### src/rtl/branch_predict_unit.sv
// EX-stage branch resolver with a direct-mapped 2-bit counter predictor and a one-cycle mispredict flush.
// Optional statistics counters are enabled by defining BRANCH_STATS_EN.
module branch_predict_unit #(
  parameter int PC_W   = 32,
  parameter int IDX_W  = 4,
  parameter int STAT_W = 16
) (
  input  logic            clk,
  input  logic            rst_n,
  input  logic [PC_W-1:0] if_pc,
  output logic            pred_taken,
  input  logic            ex_valid,
  input  logic [2:0]      ex_branch,
  input  logic            ex_zero,
  input  logic            ex_neg,
  input  logic [PC_W-1:0] ex_pc,
  input  logic            ex_pred_taken,
  output logic            ex_taken,
  output logic            flush,
  output logic            redirect_taken
`ifdef BRANCH_STATS_EN
  ,
  output logic [STAT_W-1:0] stat_branches,
  output logic [STAT_W-1:0] stat_mispredicts
`endif
);

  localparam int DEPTH = 2 ** IDX_W;

  logic [1:0]       ctr [DEPTH];
  logic [IDX_W-1:0] if_idx;
  logic [IDX_W-1:0] ex_idx;
  logic             cond;
  logic             mode_ok;
  logic             live;
  logic             mispredict;

  function automatic logic [1:0] sat_inc2(input logic [1:0] c);
    return (c == 2'b11) ? c : c + 2'd1;
  endfunction

  function automatic logic [1:0] sat_dec2(input logic [1:0] c);
    return (c == 2'b00) ? c : c - 2'd1;
  endfunction

  assign if_idx     = if_pc[IDX_W+1:2];
  assign ex_idx     = ex_pc[IDX_W+1:2];
  // No bypass: a same-cycle update to this index shows up only on the next cycle.
  assign pred_taken = ctr[if_idx][1];

  always_comb begin
    cond    = 1'b0;
    mode_ok = 1'b1;
    case (ex_branch)
      3'b001:  cond = ex_zero;
      3'b010:  cond = !ex_zero;
      3'b011:  cond = ex_neg | ex_zero;
      3'b100:  cond = !ex_neg & !ex_zero;
      3'b101:  cond = ex_neg;
      3'b110:  cond = !ex_neg;
      default: mode_ok = 1'b0;
    endcase
  end

  // The cycle after a flush holds a wrong-path instruction, so it is never live.
  assign live       = ex_valid & mode_ok & !flush;
  assign ex_taken   = live & cond;
  assign mispredict = live & (ex_taken != ex_pred_taken);

  // Update / flush stage
  always_ff @(posedge clk or negedge rst_n) begin
    if (!rst_n) begin
      for (int i = 0; i < DEPTH; i++) ctr[i] <= 2'b01;
      flush          <= 1'b0;
      redirect_taken <= 1'b0;
    end else begin
      if (live) ctr[ex_idx] <= ex_taken ? sat_inc2(ctr[ex_idx]) : sat_dec2(ctr[ex_idx]);
      flush <= mispredict;
      if (mispredict) redirect_taken <= ex_taken;
    end
  end

  logic unused_bits;
  assign unused_bits = ^{if_pc[PC_W-1:IDX_W+2], if_pc[1:0], ex_pc[PC_W-1:IDX_W+2], ex_pc[1:0]};

`ifdef BRANCH_STATS_EN
  function automatic logic [STAT_W-1:0] sat_inc_stat(input logic [STAT_W-1:0] c);
    return (&c) ? c : c + 1'b1;
  endfunction

  // Statistics stage
  always_ff @(posedge clk or negedge rst_n) begin
    if (!rst_n) begin
      stat_branches    <= '0;
      stat_mispredicts <= '0;
    end else begin
      if (live)       stat_branches    <= sat_inc_stat(stat_branches);
      if (mispredict) stat_mispredicts <= sat_inc_stat(stat_mispredicts);
    end
  end
`else
  logic [STAT_W-1:0] unused_stat;
  assign unused_stat = '0;
`endif

endmodule

### config.mk
export PLATFORM = sky130hd
export DESIGN_NAME = branch_predict_unit
export DESIGN_NICKNAME = d
export VERILOG_FILES = /design/src/rtl/branch_predict_unit.sv
export SDC_FILE = /design/constraint.sdc
export NUM_CORES = 1
export LEC_CHECK = 0
export ABC_AREA = 1
export CAP_MARGIN = 30
export CORE_UTILIZATION = 41
export DETAILED_ROUTE_END_ITERATION = 8
export PLACE_DENSITY = 0.76
export SLEW_MARGIN = 25
export SYNTH_ARGS = -nofsm -noshare
export SYNTH_HDL_FRONTEND = slang
export SYNTH_SLANG_ARGS = --single-unit
### constraint.sdc
create_clock -name clk -period 1.36 [get_ports clk]
set_input_delay 0.136 -clock clk [delete_from_list [all_inputs] [get_ports clk]]
set_output_delay 0.136 -clock clk [all_outputs]
set_load 0.01 [all_outputs]
==> results by group, run 1 <==
Outcome
  • Status: complete, but fails checks
  • Failing checks: negative setup slack

Synthesis
  • Post-synth top area cell: nand2_1
  • Ys async rst share: 100%
  • Netlist cell types: 28
  • #FFs+latches synth: 34
  • Largest cells by area after synthesis: nand2_1 23%, dfrtp_1 20%, dfstp_2 18%, nand3_1 6.2%, nor2_1 5.8%
  • Post-synthesis mux area share: 0.440%
  • Most used flip-flop cell after synthesis: dfrtp_1
  • Largest family of logic cells by synthesized area: simple AND/OR/NAND/NOR gates
  • Synth top cells by count: 142 x nand2_1, 35 x nor2_1, 33 x inv_1
  • Post-synth EDFFs: 0
  • Synth Area in Adders: 0%
  • Avg Cell Area, Syn: 6.87 sq um
  • Complex-gate fraction of the synthesized area: 5.39%
  • Post-synth top area share: 23.4%
  • Cell area after synthesis: 0.00227 sq mm
  • Simple-gate portion of the synthesized area: 45.3%
  • Xor and xnor area share after synthesis: 0%
  • Register area share after synthesis: 38.3%
  • Top-count cell post-synth: nand2_1
  • Syn Inst Count: 331
  • Syn Nets: 404
  • Ys Warns: 0

STA
  • Upper clock frequency limit: 0.643 GHz
  • Worst-Margin Slew: 0.307 ns
  • Setup TNS: -5.80 ns
  • Final setup viols: 33
  • Post-layout min period: 1.56 ns
  • Worst Skew: 0.00740 ns
  • Final Worst Setup Slack: -0.196 ns
  • Pins over their slew limit: 0
  • RSZ-0062 raised after global routing: yes
  • Tcrit/Tclk final: 114%
  • Relative slew slack: 79.5%
  • Hold Fails Final Rpt: 0

CTS
  • CTS tree: done
  • Clk slew on worst S/H paths: 0.07 ns
  • CTS Buffer Depth: 2
  • CTS H-tree lvls: 2
  • Clock root buffer: clkbuf_8
  • Clock Sinks: 34
  • CTS buffer count: 5
  • Hold_buf cts: 0
  • Worst-skew pair later-pin latency: 0.30 ns

Detailed routing
  • Pre-Repair DR Iteration Count: 5
  • Vias/cell: 5.18
  • DRC violation count after routing: 0
  • DR WL/cell: 14.5 um
  • DRT iter0 DRCs: 135
  • Routed Antenna Nets: 0
  • Vias: 2300
  • Final WL: 6440 um

Pwr
  • Pleak: 1.46 nW
  • Pwr Density: 870 mW/mm^2
  • Tot Pwr: 0.00260 W
  • Maximum VDD drop: 593 uV

Floorplan
  • Initial core utilization: 43.4%
  • Die width: 76.5 um
  • Core ar.: 0.00524 sq mm
  • Site Rows: 26
  • Die Y: 76.5 um
  • I/O pin total: 77
  • Full die area: 0.00585 sq mm

Global route
  • All-layer global routing usage: 22.8%
  • Vias in the first global route: 2146
  • Global-route wire length before repair: 10300 um
  • Grt total ovfl: 0
  • Initial antenna violation count: 0
  • Largest net degree at the start of global routing: 35

Worst setup path
  • CP max stage delay: 0.45 ns
  • Req. time, crit path: 1.60 ns
  • Critical path's slowest cell: dfrtp_2
  • Worst EP arrival: 1.79 ns
  • CP most frequent cell: nand2_1
  • CP Class: reg2reg
  • CP cell instances: nand2_1 -> nand2_1 -> nand2_1 -> nand2_1 -> nand2_1 -> nand2_2 -> o21ai_4 -> buf_6 -> nand2_8 -> nand3_2 -> nand2_2
  • Startpoint types: flip-flop
  • Worst-path maximum fanout: 8
  • Worst Setup End Kind: flip-flop

Placed design
  • Port bufs: 20
  • Post-DP HPWL: 4140 um
  • Placed inst area: 0.00263 sq mm
  • Final Wtd Congestion: 0.920
  • Worst slack at placement: -0.654 ns

Layout
  • Multi-input logic area: 0.00136 sq mm
  • Number of fill cells: 488
  • Core Util, Final: 57.0%
  • FF+latch area: 872 sq um
  • Fin area: 0.00299 sq mm
  • Final nets: 446
  • Layout area overhead: 31.4%
  • Share of cells above drive strength 1: 32.9%
  • Inserted Diodes: 0

Run
  • Maxcap violations: 0

Min path
  • Worst hold path type: in2async
layer usage:
metal | GRT usage (%) | wire length, um
met1 | 29.8 | 2830
met2 | 35.1 | 3050
met3 | 6.35 | 432
met4 | 10.2 | 123
met5 | 0 | 0
cell families after synthesis:
kind of cell / after synthesis
and+or+nand+nor: 231
buffers and inverters: 47
DFF: 34
AOI/OAI and AO/OA: 18
muxes: 1
state kept, by name, indices dropped and copies added (netlist names):
name	flops
flush	1
ctr	32
redirect_taken	1
report_power, final:
part	switching, W	total (W)	internal, W
clock network	0.000397	0.000908	0.000511
registers	0.0000411	0.00115	0.00110
logic	0.000331	0.000545	0.000214
placed cells by master (no fill, tap or decap), types with 3 or more instances in the layout:
| master | netlist | final |
|---|---|---|
| o21ai_0 | 7 | 5 |
| nand3_2 | 11 | 31 |
| nand2_2 | 7 | 15 |
| nor2_4 | 1 | 3 |
| inv_1 | 33 | 28 |
| nand2_4 | 3 | 3 |
| dlymetal6s2s_1 | 0 | 4 |
| clkdlybuf4s50_1 | 0 | 8 |
| inv_2 | 4 | 9 |
| nor2_1 | 35 | 29 |
| clkbuf_8 | 0 | 8 |
| buf_4 | 0 | 15 |
| buf_12 | 0 | 3 |
| nor2_2 | 1 | 5 |
| dlygate4sd2_1 | 0 | 6 |
| nand3_1 | 28 | 8 |
| dfrtp_1 | 18 | 17 |
| nand2_1 | 142 | 134 |
| o21ai_1 | 2 | 4 |
| dfstp_2 | 16 | 16 |
| buf_6 | 5 | 4 |
critical path: cells and delay by family (launching register included):
family	cells	cell delay [ns]
AOI/OAI and AO/OA	1	0.28
DFF	1	0.45
and+or+nand+nor	9	0.60
buffers and inverters	1	0.16
worst paths after layout:
path | to | startpoint | slack [ns] | depth (start not counted)
worst min-delay path | ctr[19] | rst_n | 0.20 | 2
max in group asynchronous | ctr[20] | rst_n | 0.91 | 2
worst max register to register | ctr[0] | ctr[3] | -0.20 | 11
worst min register to register | ctr[14] | ctr[14] | 0.47 | 2
min in group clk | ctr[14] | ctr[14] | 0.47 | 2
worst max-delay path | ctr[0] | ctr[3] | -0.20 | 11
cell type report:
cell class / instances / share of cell area (%)
clock buffers: 8 / 3.69
multi-input cells: 252 / 45.6
inverters: 38 / 4.86
well taps: 70 / 2.93
repair buffers: 42 / 13.7
flip-flops and latches: 34 / 29.2
stage by stage:
step | instances | hold slack, ns
floorplan | 331 | -0.160
finish | 444 | 0.203
global route | 444 | 0.207
CTS | 442 | 0.205
global placement | 429 | 0.457
detailed placement | 429 | 0.460
timing repair:
action / 4_1_cts / 5_1_grt
setup buffers: 3 / 1
gates cloned: 2 / 1
gates resized for setup: 36 / 36
pin swaps: 10 / 21
endpoints found under the setup margin: 35 / 35
(Power assumes the default switching activity.)
==> inputs of run 2 (changes only) <==
--- a/config.mk
+++ b/config.mk
@@ -7,9 +7,10 @@
 export LEC_CHECK = 0
 export ABC_AREA = 1
 export CAP_MARGIN = 30
-export CORE_UTILIZATION = 41
+export CORE_UTILIZATION = 49
 export DETAILED_ROUTE_END_ITERATION = 8
-export PLACE_DENSITY = 0.76
+export GPL_TIMING_DRIVEN = 0
+export PLACE_DENSITY = 0.85
 export SLEW_MARGIN = 25
 export SYNTH_ARGS = -nofsm -noshare
 export SYNTH_HDL_FRONTEND = slang
==> constraint.sdc (replaced) <==
create_clock -name clk -period 2 [get_ports clk]
set_input_delay 0.2 -clock clk [delete_from_list [all_inputs] [get_ports clk]]
set_output_delay 0.2 -clock clk [all_outputs]
set_load 0.01 [all_outputs]
==> run 2 against run 1 <==
Against the previous run: the run now ends clean; flip-flop and latch count is the same; critical path depth decreased by 3; via count is 6.1% lower; register-to-register slack improved by 0.66 ns; clock power decreased by 43%; sequential power is 32% lower; die area shrank 16%; design area decreased by 11%; routed wire length down 11%; count of clock-buffer cells in the layout down 1; first-iteration DRC count up 0.74%; largest cell class unchanged.
==> results by group, run 2 (synthesized netlist as in run 1, its figures left out) <==
Detailed routing
  • DR top layer: met4
  • Vias/cell: 5.26
  • Routed Antenna Nets: 0
  • DRT iter0 DRCs: 136
  • Met2 WL: 2700 um
  • Vias: 2160
  • Final WL: 5710 um
  • Pre-Repair DR Iteration Count: 4
  • DRC violation count after routing: 0
  • Wl on met1: 2440 um
  • Met3 Routed Length: 426 um
  • DR WL/cell: 13.9 um

Placed design
  • Post-DP HPWL: 4230 um
  • Worst slack at placement: -0.260 ns
  • Port bufs: 18
  • Placed insts: 402
  • Final Wtd Congestion: 0.923

Worst setup path
  • Worst EP arrival: 1.63 ns
  • Critical R2R Launch: ctr[21]
  • CP Class: in2out
  • CP cell instances: clkdlybuf4s50_1 -> nand2_1 -> o211ai_2 -> nand2_2 -> inv_2 -> nand2_2 -> inv_1 -> dlygate4sd2_1
  • Worst r2r dst: ctr[17]
  • Worst-path maximum fanout: 5
  • Cells on worst reg2reg path: 11
  • R2r setup slk: 0.46 ns
  • Number of cells on the critical path: 8
  • CP max stage delay: 0.55 ns
  • CP most frequent cell: nand2_2
  • Buffers & Inverters on Critical Path: 4
  • Startpoint types: input port
  • Critical path's slowest cell: clkdlybuf4s50_1
  • Req. time, crit path: 1.80 ns
  • Worst Setup End Kind: primary output
  • Top cell family by delay on the critical path: buffers and inverters

Layout
  • Commonest non-fill, non-tap cell in the layout: nand2_1
  • FF+latch area: 871 sq um
  • Largest Register: ctr
  • Max reg flops: 32
  • Finished Layout Cells: 411
  • Multi-input logic area: 0.00116 sq mm
  • Final nets: 431
  • Layout area overhead: 16.7%
  • Number of fill cells: 411
  • Share of cells above drive strength 1: 17.8%
  • Largest regs: ctr: 32 flops, flush: 1 flops, redirect_taken: 1 flops
  • Core Util, Final: 60.1%
  • Inserted Diodes: 0
  • Most frequent cells in the layout: 142 x nand2_1, 35 x nor2_1, 33 x inv_1, 28 x nand3_1, 18 x dfrtp_1

Global route
  • Global-route wire length before repair: 9730 um
  • Grt total ovfl: 0
  • All-layer global routing usage: 25.6%
  • Largest net degree at the start of global routing: 19
  • Vias in the first global route: 2118
  • Initial antenna violation count: 0

STA
  • Relative slew slack: 71.1%
  • RSZ-0062 raised after global routing: no
  • Post-layout min period: 1.83 ns
  • Tcrit/Tclk final: 91.5%
  • Worst Skew: 0.00733 ns
  • Pins over their slew limit: 0
  • Final setup viols: 0
  • Worst-Margin Slew: 0.434 ns
  • Upper clock frequency limit: 0.546 GHz
  • Final Worst Setup Slack: 0.169 ns
  • Hold Fails Final Rpt: 0

CTS
  • Worst-skew pair later-pin latency: 0.29 ns
  • Clk slew on worst S/H paths: 0.07 ns
  • Clock root buffer: clkbuf_8
  • CTS buffer count: 5
  • CTS tree: done
  • CTS H-tree lvls: 2
  • CTS Buffer Depth: 2
  • Clock Sinks: 34
  • Post-CTS Setup Inserts: 0

Run
  • Maxcap violations: 0

Outcome
  • Status: finished clean

Pwr
  • Tot Pwr: 0.00162 W
  • Maximum VDD drop: 441 uV
  • Pleak: 1.35 nW
  • Pwr Density: 611 mW/mm^2

Floorplan
  • Core ar.: 0.00441 sq mm
  • Die Y: 70.1 um
  • Die width: 70.1 um
  • Full die area: 0.00492 sq mm
  • I/O pin total: 77
  • Initial core utilization: 51.5%
  • Site Rows: 24

Min path
  • Worst hold path type: in2async
==> run 2: where the power goes <==
| part | total (W) | internal [W] | switching [W] | leakage, nW |
|---|---|---|---|---|
| clock | 0.000520 | 0.000277 | 0.000243 | 0.0482 |
| combinational | 0.000324 | 0.000129 | 0.000195 | 0.886 |
| sequential | 0.000778 | 0.000751 | 0.0000262 | 0.415 |
| total | 0.00162 | 0.00116 | 0.000464 | 1.35 |
==> run 2: through the flow <==
| stage | TNS, ns | hold slack, ns | area, sq um |
|---|---|---|---|
| after floorplan | 0 | -0.0956 | 2270 |
| after global placement | -0.336 | 0.453 | 2520 |
| after detailed placement | -0.355 | 0.165 | 2540 |
| after CTS | -0.0930 | 0.392 | 2650 |
| after global routing | 0 | 0.401 | 2650 |
| final | 0 | 0.382 | 2650 |
==> run 2: per-layer routing <==
metal	global-route usage, %	vias to the layer above
met4	12.4	0
met2	40.5	102
met1	33.3	964
li1	-	1076
met5	0	-
met3	5.34	18
==> run 2: worst max-delay path by stage <==
stage                      start    endpoint
finish              ex_branch[1]    ex_taken
global route        ex_branch[1]    ex_taken
CTS                     if_pc[2]  pred_taken
detailed placement      if_pc[2]  pred_taken
global placement        if_pc[2]  pred_taken
floorplan                  flush     ctr[31]
==> run 2: repair_timing <==
action                                  in CTS  in global routing
hold buffers                                 1                  0
endpoints found under the setup margin       2                  1
endpoints found under the hold margin        9                  0
pin swaps                                    0                  1
resized for setup                            3                  4
==> run 2: worst register-to-register path, stage by stage, from the launching register on <==
cell	delay (ns)
dfrtp_1	0.40
nand2_1	0.08
nand2_1	0.05
nand2_1	0.05
nand2_1	0.05
nand2_1	0.05
nand2_1	0.12
o21ai_4	0.23
nand2_4	0.12
buf_8	0.18
nand3_2	0.06
nand2_1	0.05
==> run 2: cell type report <==
class                      count  share of cell area [%]
multi-input combinational    250                    43.8
sequential                    34                    32.8
timing repair buffer          20                    8.16
inverter                      38                    5.47
buffer                         9                    3.87
clock buffer                   7                    3.25
tap                           52                    2.45
clock inverter                 1                   0.189
==> inputs of run 3 (changes only) <==
--- a/config.mk
+++ b/config.mk
@@ -7,10 +7,10 @@
 export LEC_CHECK = 0
 export ABC_AREA = 1
 export CAP_MARGIN = 30
-export CORE_UTILIZATION = 49
+export CORE_UTILIZATION = 40
 export DETAILED_ROUTE_END_ITERATION = 8
 export GPL_TIMING_DRIVEN = 0
-export PLACE_DENSITY = 0.85
+export PLACE_DENSITY = 0.72
 export SLEW_MARGIN = 25
 export SYNTH_ARGS = -nofsm -noshare
 export SYNTH_HDL_FRONTEND = slang
==> constraint.sdc (replaced) <==
create_clock -name clk -period 1.7 [get_ports clk]
set_input_delay 0.17 -clock clk [delete_from_list [all_inputs] [get_ports clk]]
set_output_delay 0.17 -clock clk [all_outputs]
set_load 0.01 [all_outputs]
==> run 3 against run 2 <==
Against the previous run: worst hold slack worse by 0.049 ns; design area grew 1.3%; sequential share of layout area decreased by 0.41 points; critical path depth rose by 1; non-clock buffer count is 1 higher; clock power is 10% higher; die area increased by 22%; total power increased by 15%; flip-flop and latch count stayed put; setup slack lost 0.078 ns.
==> results by group, run 3 (synthesized netlist as in run 1, its figures left out) <==
Detailed routing
  • DRC violation count after routing: 0
  • Vias: 2125
  • Routed Antenna Nets: 0
  • Pre-Repair DR Iteration Count: 4
  • Final WL: 5640 um
  • Vias/cell: 4.93
  • DRT iter0 DRCs: 166
  • DR WL/cell: 13.1 um

Global route
  • All-layer global routing usage: 21.0%
  • Vias in the first global route: 2085
  • Initial antenna violation count: 0
  • Global-route wire length before repair: 9630 um
  • Grt total ovfl: 0
  • Largest net degree at the start of global routing: 20

CTS
  • CTS H-tree lvls: 2
  • CTS Buffer Depth: 2
  • CTS buffer count: 5
  • Worst-skew pair later-pin latency: 0.29 ns
  • Clock Sinks: 34
  • Clk slew on worst S/H paths: 0.07 ns
  • Clock root buffer: clkbuf_8
  • CTS tree: done

STA
  • Relative slew slack: 73.5%
  • Upper clock frequency limit: 0.622 GHz
  • Final setup viols: 0
  • Worst-Margin Slew: 0.398 ns
  • Hold Fails Final Rpt: 0
  • Tcrit/Tclk final: 94.6%
  • RSZ-0062 raised after global routing: yes
  • Post-layout min period: 1.61 ns
  • Worst Skew: 0.00626 ns
  • Pins over their slew limit: 0

Outcome
  • Status: finished clean

Pwr
  • Maximum VDD drop: 277 uV
  • Pwr Density: 696 mW/mm^2
  • Tot Pwr: 0.00187 W
  • Pleak: 1.34 nW

Worst setup path
  • Worst Setup End Kind: primary output
  • Worst-path maximum fanout: 5
  • CP Class: in2out
  • Top cell family by delay on the critical path: buffers and inverters
  • CP cell instances: clkdlybuf4s50_1 -> inv_2 -> nand2_1 -> o211ai_2 -> nand2_2 -> inv_4 -> nand2_4 -> inv_2 -> clkdlybuf4s15_2
  • Worst EP arrival: 1.44 ns
  • Buffers & Inverters on Critical Path: 5
  • CP most frequent cell: inv_2
  • Req. time, crit path: 1.53 ns
  • CP max stage delay: 0.51 ns
  • Startpoint types: input port
  • Critical path's slowest cell: clkdlybuf4s50_1

Layout
  • Largest regs: ctr: 32 flops, flush: 1 flops, redirect_taken: 1 flops
  • Most frequent cells in the layout: 142 x nand2_1, 34 x nor2_1, 30 x inv_1, 28 x nand3_1, 18 x dfrtp_1
  • Max reg flops: 32
  • Number of fill cells: 565
  • Inserted Diodes: 0
  • Layout area overhead: 18.2%
  • Final nets: 432
  • Share of cells above drive strength 1: 19.8%
  • Commonest non-fill, non-tap cell in the layout: nand2_1
  • Finished Layout Cells: 431
  • Largest Register: ctr

Floorplan
  • Site Rows: 27
  • Core ar.: 0.00551 sq mm
  • Initial core utilization: 41.3%
  • I/O pin total: 77
  • Full die area: 0.00599 sq mm
  • Die Y: 77.4 um
  • Die width: 77.4 um

Min path
  • Worst hold path type: in2async

Placed design
  • Post-DP HPWL: 4060 um
  • Port bufs: 18
  • Placed insts: 422
  • Final Wtd Congestion: 0.914

Run
  • Maxcap violations: 0
[run 3: worst paths after layout]
kind | from | to | slack, ns | depth (start not counted)
min | rst_n | flush | 0.33 | 2
max reg2reg | ctr[1] | ctr[17] | 0.16 | 11
max | ex_branch[0] | ex_taken | 0.09 | 9
max in group asynchronous | rst_n | ctr[22] | 0.85 | 3
min in group clk | ctr[18] | ctr[18] | 0.47 | 2
min reg2reg | ctr[18] | ctr[18] | 0.47 | 2
[run 3: final cells by class]
class / instances / area, sq um / share of cell area [%]
buffer: 9 / 105 / 3.91
multi-input combinational: 250 / 1180 / 44.0
inverter: 38 / 148 / 5.49
tap: 72 / 90.1 / 3.35
clock buffer: 7 / 76.3 / 2.84
sequential: 34 / 871 / 32.4
timing repair buffer: 21 / 215 / 8.01
[run 3: metrics by stage]
stage                     hold slack (ns)  TNS, ns  utilization, %  worst slack (ns)  area (sq um)
after floorplan                    -0.126        0               -             0.291          2270
after global placement              0.453   -10.62            46.2            -0.496          2540
after detailed placement            0.121    -6.74            46.6            -0.525          2570
after CTS                           0.351  -0.0108            48.4           -0.0108          2670
after global routing                0.367  -0.0147            48.8           -0.0147          2690
final                               0.334        0            48.8            0.0913          2690
[run 3: timing repair]
item / CTS / global route
hold endpoints to repair: 8 / 0
pin swaps: 1 / 3
buffers inserted: 0 / 0
cloned: 1 / 0
endpoints found under the setup margin: 2 / 20
gates resized for setup: 12 / 10
hold buffers: 1 / 0
[run 3: per-layer routing]
layer,GRT usage [%],up-vias,share of wire (%)
met3,3.53,15,7.3
met4,10.6,0,2.4
met5,0,-,0
li1,-,1082,-
met1,27.0,961,45
met2,34.0,67,45
[run 3: power breakdown]
group / internal [W] / leakage (nW) / switching (W)
clock network: 0.000282 / 0.0383 / 0.000290
logic: 0.000152 / 0.885 / 0.000231
registers: 0.000884 / 0.415 / 0.0000310
total: 0.00132 / 1.34 / 0.000553
